<file path="src/rtl/ray_edge_scheduler.sv">
// Shares one ray-crossing unit across a polygon edge table and folds its hits into an
// even-odd inside flag per query pixel. Optional macro RAY_HIT_COUNT_EN adds res_hits.
module ray_edge_scheduler #(
   parameter int MAX_EDGES = 16,
   parameter int UNIT_LAT  = 3
) (
   input  logic                           clk,
   input  logic                           reset_n,
   input  logic                           req_valid,
   output logic                           req_ready,
   input  logic [9:0]                     req_x,
   input  logic [9:0]                     req_y,
   output logic                           res_valid,
   output logic                           res_inside,
   input  logic                           edge_wr_en,
   input  logic [$clog2(MAX_EDGES)-1:0]   edge_wr_addr,
   input  logic [37:0]                    edge_wr_data,
   input  logic                           cnt_wr_en,
   input  logic [$clog2(MAX_EDGES+1)-1:0] cnt_wr_data,
   output logic                           cfg_err,
   output logic                           busy,
   output logic [37:0]                    cu_line,
   output logic [9:0]                     cu_x_pixel,
   output logic [9:0]                     cu_y_pixel,
   input  logic                           cu_hit
`ifdef RAY_HIT_COUNT_EN
   ,
   output logic [$clog2(MAX_EDGES+1)-1:0] res_hits
`endif
);

   localparam int AW = $clog2(MAX_EDGES);
   localparam int CW = $clog2(MAX_EDGES + 1);

   localparam logic [1:0] IDLE  = 2'd0;
   localparam logic [1:0] ISSUE = 2'd1;
   localparam logic [1:0] DRAIN = 2'd2;
   localparam logic [1:0] DONE  = 2'd3;

   localparam logic [UNIT_LAT-1:0] TAG_TOP = UNIT_LAT'(1) << (UNIT_LAT - 1);

   logic [1:0]          state;
   logic                ready_en;
   logic [CW-1:0]       edge_count;
   logic [CW-1:0]       count_eff;
   logic [CW-1:0]       idx;
   logic [37:0]         edge_tab [MAX_EDGES];
   logic [37:0]         first_edge;
   logic [UNIT_LAT-1:0] vld_p;
   logic                parity;
   logic                parity_nxt;
   logic                hit_top;
   logic                accept;
   logic                drain_done;

   function automatic logic [CW-1:0] clamp_count(input logic [CW-1:0] v);
      if (v > CW'(MAX_EDGES)) return CW'(MAX_EDGES);
      return v;
   endfunction

   assign req_ready  = ready_en && (state == IDLE);
   assign busy       = (state != IDLE);
   assign res_valid  = (state == DONE);
   assign accept     = req_valid && req_ready;
   assign count_eff  = cnt_wr_en ? clamp_count(cnt_wr_data) : edge_count;
   assign hit_top    = vld_p[UNIT_LAT-1] && cu_hit;
   assign parity_nxt = parity ^ hit_top;
   // The last tagged edge sits alone at the top of the tag chain on its return cycle.
   assign drain_done = ((vld_p & ~TAG_TOP) == '0);
   // An edge-0 write in the accept cycle must be seen by the query it starts.
   assign first_edge = (edge_wr_en && edge_wr_addr == '0) ? edge_wr_data : edge_tab[0];

   always_ff @(posedge clk) begin
      if (edge_wr_en && state == IDLE) edge_tab[edge_wr_addr] <= edge_wr_data;
   end

   always_ff @(posedge clk or negedge reset_n) begin
      if (!reset_n) begin
         state      <= IDLE;
         ready_en   <= 1'b0;
         edge_count <= '0;
         idx        <= '0;
         vld_p      <= '0;
         parity     <= 1'b0;
         res_inside <= 1'b0;
         cfg_err    <= 1'b0;
         cu_line    <= '0;
         cu_x_pixel <= '0;
         cu_y_pixel <= '0;
      end else begin
         ready_en <= 1'b1;
         cfg_err  <= (edge_wr_en || cnt_wr_en) && (state != IDLE);
         vld_p    <= (vld_p << 1) | UNIT_LAT'(state == ISSUE);
         if (cnt_wr_en && state == IDLE) edge_count <= clamp_count(cnt_wr_data);
         if (accept) parity <= 1'b0;
         else if (vld_p[UNIT_LAT-1]) parity <= parity_nxt;

         case (state)
            IDLE: begin
               if (accept) begin
                  cu_x_pixel <= req_x;
                  cu_y_pixel <= req_y;
                  if (count_eff == '0) begin
                     res_inside <= 1'b0;
                     state      <= DONE;
                  end else begin
                     cu_line <= first_edge;
                     idx     <= CW'(1);
                     state   <= ISSUE;
                  end
               end
            end
            ISSUE: begin
               if (idx == edge_count) begin
                  cu_line <= '0;
                  state   <= DRAIN;
               end else begin
                  cu_line <= edge_tab[idx[AW-1:0]];
                  idx     <= idx + CW'(1);
               end
            end
            DRAIN: begin
               if (drain_done) begin
                  res_inside <= parity_nxt;
                  state      <= DONE;
               end
            end
            default: state <= IDLE;
         endcase
      end
   end

`ifdef RAY_HIT_COUNT_EN
   logic [CW-1:0] hits;
   logic [CW-1:0] hits_nxt;

   assign hits_nxt = hits + CW'(hit_top);

   always_ff @(posedge clk or negedge reset_n) begin
      if (!reset_n) begin
         hits     <= '0;
         res_hits <= '0;
      end else begin
         if (accept) hits <= '0;
         else hits <= hits_nxt;
         if (accept && count_eff == '0) res_hits <= '0;
         else if (state == DRAIN && drain_done) res_hits <= hits_nxt;
      end
   end
`endif

endmodule

</file>
<file path="config.mk">
export PLATFORM = sky130hd
export DESIGN_NAME = ray_edge_scheduler
export DESIGN_NICKNAME = d
export VERILOG_FILES = /design/src/rtl/ray_edge_scheduler.sv
export SDC_FILE = /design/constraint.sdc
export NUM_CORES = 1
export LEC_CHECK = 0
export CAP_MARGIN = 0
export CORE_MARGIN = 2
export CORE_UTILIZATION = 64
export CTS_CLUSTER_SIZE = 8
export DETAILED_ROUTE_END_ITERATION = 10
export PLACE_DENSITY = 0.84
export SLEW_MARGIN = 20
export SYNTH_ARGS = -nofsm -noshare
export SYNTH_HDL_FRONTEND = slang
export SYNTH_SLANG_ARGS = --single-unit
</file>
<file path="constraint.sdc">
create_clock -name clk -period 11.75 [get_ports clk]
set_input_delay 1.7625 -clock clk [delete_from_list [all_inputs] [get_ports clk]]
set_output_delay 1.7625 -clock clk [all_outputs]
set_load 0.01 [all_outputs]
</file>
# Yosys cells after proc, flatten, opt, wreduce, memory -nomap -nowiden
# Memory sizes are Yosys's and may differ from the RTL's.
# Cells that the tools add are included.
# classes
add_sub_neg	1
order_cmp	1
n_eq_ne	10
n_mux	28
bitwise	2
reduce_logical	21
# op_table
cell	n
$mux W38	4
$pmux W38 S2	1
$mux W5	7
$pmux W5 S2	1
$mux W1	9
$mux W2	4
$ne A2 B2 Y1 const B	4
$reduce_and A4 Y1	2
$reduce_bool A2 Y1	4
$logic_and A1 B1 Y1	7
$pmux W2 S3	1
$reduce_and A3 Y1	2
$add A5 B1 Y5 const B	1
$eq A5 B5 Y1	1
$gt A5 B5 Y1 const B	1
$logic_not A5 Y1	1
$eq A2 B2 Y1 const B	2
$logic_not A4 Y1	1
$ne A2 B1 Y1 const B	2
$logic_not A3 Y1	1
$or A3 B1 Y3	1
$eq A2 B1 Y1 const B	1
$logic_not A2 Y1	1
$pmux W1 S2	1
other kinds (3)	3
# word_totals
ff_bits	77
ramBits	608
inputBits	73
out_inout_bits	63
elab_cells	75
n_memories	1
# memory_table
name	words	width	read_ports	rd_ports_with_merged_regs	wr	line	text
edge_tab	16	38	2	0	1	47	logic [37:0] edge_tab [MAX_EDGES];

# Logic depth before layout (Yosys ltp)
# depth
depth_word	8
depth_mapped	9
depth_no_buf	7

# Least setup slack after synthesis
# Ideal clock, no wire load.
# synth_timing
kind	in2reg
startpoint	input edge_wr_en
endpoint	memory edge_tab[0][0] (enable)
setup_time_ps	480
arrival_time_ps	4809
t_required_ps	11270
path_slack_ps	6461
path_stages	3
path_buffers	0
cell_sequence	nand2_1 > or3_1 > nor3_1
# synth_via
elab_chain_len	3
# synth_rtl
item	line	text
start: declaration	15	input logic edge_wr_en,
$logic_and A1 B1 Y1	74	if (edge_wr_en && state == IDLE) edge_tab[edge_wr_addr] <= edge_wr_data;
$mux W1	74	
$mux W1 (not written as such)	74	
end: declaration	47	
# No other way between the ends.

# Final worst setup path
# layout_timing
startpoint	register idx[0]
endpoint	register cu_line[32]
# layout_via
elab_chain_len	3
word_cells_on_any_way	4
classes_between	eq/ne: 1; mux: 2; memory: 1
# layout_rtl
item	line	text
start: declaration	46	logic [CW-1:0] idx;
start signal: assignment	119	idx <= idx + CW'(1);
$mem_v2 Z16 W38 / $eq A5 B5 Y1 (equally long branches)	--	
$mux W38 (*)	114	if (idx == edge_count) begin
$pmux W38 S2 (*)	98	case (state)
end signal: assignment	107	cu_line <= first_edge;
end signal: assignment	118	cu_line <= edge_tab[idx[AW-1:0]];
end: declaration	22	output logic [37:0] cu_line,
# Mark *: on every way between the ends. The rest lies on a longest branch, timed or not.
# A chain may end at the register's enable or synchronous reset.

==> impl_metrics.ini <==
[outcome]
outcome = finished, final reports clean

[synth]
syn_area_um2 = 26600
synth_ff_type = edfxtp_1
synthCells = 1278
syn_area_per_cell_um2 = 20.8
synth_seq_cells = 685
synth_nets = 1356
synthArstFlopShare_pct = 11.2
yosysWarnings = 0
synth_cell_types = 40
yosysSeqAreaShare_pct = 76.0
synth_edf_count = 608

[floorplanning]
num_io_pins = 136
fp-row-count = 74
coreArea_um2 = 40900
start_util_pct = 64.9
die_w_um = 208
die-area_um2 = 43200
die_y_um = 208

[clock_tree]
cts_hold_buf = 0
cts_setup_buffers = 0
tritoncts = done
cts.sinks = 685
clockBufferDepth = 3
htree_levels = 3
post_cts_resized = 0
cts_buffers = 95
clk_latency_ns = 0.62
path_clk_slew_ns = 0.05
root_buffer = clkbuf_16

[detailed_routing]
dr.pass1.iters = 5
wire_per_inst_um = 33.3
drtIter0Drc = 2253
drc = 0
vias_per_cell = 7.14
wl_um = 69000
via_count = 14801
antenna_left = 0

[finish]
area_delta_synth_final_pct = 18.0
stdcell_area_um2 = 31400
drive_gt1_share_pct = 21.8
fillCellCount = 2016
layout.nets = 1543

[setup_path]
crit_arrival_ns = 5.18
cp-startpoint = idx[0]
worst-setup-path-type = reg -> reg
r2r-end = cu_line[32]
cp_data_required_time_ns = 12.25
r2r_start = idx[0]
start_kind = flop
r2r_setup_slack_ns = 7.07
crit_path_max_fanout = 48
worstSetupEndpointType = flop
rr_worst_depth = 7
crit_end = cu_line[32]

[sta]
timing.final.ws_setup_ns = 7.07
worstMarginPinSlew_ns = 1.09
finalHoldViolCount = 0
finalCritPeriodShare_pct = 39.9
post-route-min-period_ns = 4.68
rsz0062_at_grt = false
skew_ns = 0.0330
hold-worst-slack_ns = 0.363
slew-limit-headroom_pct = 27.5
max_freq_mhz = 214
fin_setup_tns_ns = 0
setup_viol = 0
maxSlewViolCount = 0

[global_route]
grt_pass1_wl_um = 102000
overflow = 0
antenna_found_initial = 1
grt_use_total_pct = 32.6
grt_pass1_vias = 15702
grt_max_degree = 81

[power_and_ir_drop]
power_frac_clock_pct = 36.5
p_sw_w = 0.00193
p_int_w = 0.00508
power_w = 0.00701
p_leak_nw = 10.4
power_density_nw_per_um2 = 224
p_seq_share_pct = 42.4
ir_drop_v = 0.000139
combPwrFrac_pct = 21.1
swShare_pct = 27.5

[flow_run]
maxCapViolations = 0

[placed_design]
preCtsSetupSlack_ns = 7.06
io_buffers = 135
dp_hpwl_um = 29700
gp_congestion = 0.766
dpl_cell_area_um2 = 28600

[min_path]
min_path_cells = 0
hold_class = reg -> reg
## cell usage in the layout, fill, tap and decap left out, types with 3 or more instances in the layout
cell type	n
mux4_2	152
mux2i_1	40
nor3_2	4
nand2_1	17
nand2b_1	7
clkbuf_1	70
o21ai_0	43
buf_4	33
xnor2_1	6
edfxtp_1	608
mux2_2	21
nor2_1	8
o22a_1	38
inv_1	5
nor2_4	14
a22oi_1	76
a21oi_1	43
inv_6	3
o21a_1	3
clkbuf_16	99
nand3_1	4
clkdlybuf4s50_1	134
nand4_1	5
ha_1	4
dfrtp_1	75
## logic make-up after synthesis
group	count (synthesis)	synth area share, %
DFF	685	76.0
xor gates and xnor gates	6	0.198
AOI/OAI and AO/OA	214	5.38
buffers and inverters	82	1.62
and+or+nand+nor	71	1.27
adders and majority gates	5	0.235
muxes	214	15.3
other	1	0.0141
## how the worst min path moves through the flow
stage / start / endpoint / slack, ns
3_3_place_gp: vld_p[1] / vld_p[2] / 0.36
6_report: vld_p[1] / vld_p[2] / 0.36
3_5_place_dp: vld_p[1] / vld_p[2] / 0.37
4_1_cts: vld_p[1] / vld_p[2] / 0.37
2_1_floorplan: vld_p[1] / vld_p[2] / 0.35
5_1_grt: vld_p[1] / vld_p[2] / 0.38
## registers in the layout, summed over array words and instances, names as in the netlist
signal / count
cu_x_pixel: 10
parity: 1
cu_y_pixel: 10
ready_en: 1
cu_line: 38
idx: 5
state: 2
cfg_err: 1
res_inside: 1
vld_p: 3
edge_count: 5
edge_tab: 608
## synthesized netlist by cell type, types with 7 or more instances
master	number	area, um^2
nand2_1	18	67.6
clkbuf_1	39	146
nor2_1	22	82.6
nand2b_1	7	43.8
dfrtp_1	77	1930
o21ai_0	43	215
mux2i_1	40	400
o22a_1	38	333
a21oi_1	43	215
mux2_2	21	236
edfxtp_1	608	18300
a22oi_1	76	571
buf_6	9	101
buf_2	16	80.1
mux4_2	152	3420
buf_4	9	67.6
## per-layer routing
metal  routed length, um  up-vias  share of wire [%]  GRT usage (%)
met2               34100     1261                 49           51.8
met3                8450      249                 12           7.23
met5                   0        -                  0              0
met4                3030        0                4.4           16.2
li1                    -     5728                  -              -
met1               23400     7563                 34           43.5
## worst max-delay path, cell delays in order (launching register included)
cell	delay, ns
dfrtp_4	0.77
buf_4	0.71
buf_4	0.84
buf_4	0.85
mux4_2	0.62
a22oi_1	0.25
a21oi_1	0.12
o22a_1	0.23
## power by group through the flow
stage	clock, W	sequential [W]	combinational (W)
after floorplan	0	0.00299	0.000874
after global placement	0	0.00300	0.00137
after detailed placement	0	0.00301	0.00141
after CTS	0.00257	0.00297	0.00147
after global routing	0.00267	0.00299	0.00156
final	0.00256	0.00297	0.00148
## layout make-up
| class | instances | area, um^2 | area share (%) |
|---|---|---|---|
| flip-flops and latches | 685 | 20200 | 64.4 |
| multi-input cells | 511 | 6120 | 19.5 |
| clock buffers | 169 | 2740 | 8.74 |
| repair buffers | 167 | 1590 | 5.07 |
| well taps | 532 | 666 | 2.12 |
| clock inverters | 3 | 26.3 | 0.0838 |
| inverters | 5 | 18.8 | 0.0599 |
| diodes | 1 | 2.50 | 0.00798 |
## through the flow
stage / util [%] / std cells
final: 76.6 / 2073
after global routing: 76.6 / 2073
after CTS: 76.6 / 2072
after detailed placement: 69.8 / 1900
after global placement: 69.8 / 1900
after floorplan: - / 1278
Power figures use the tool's default switching activity.
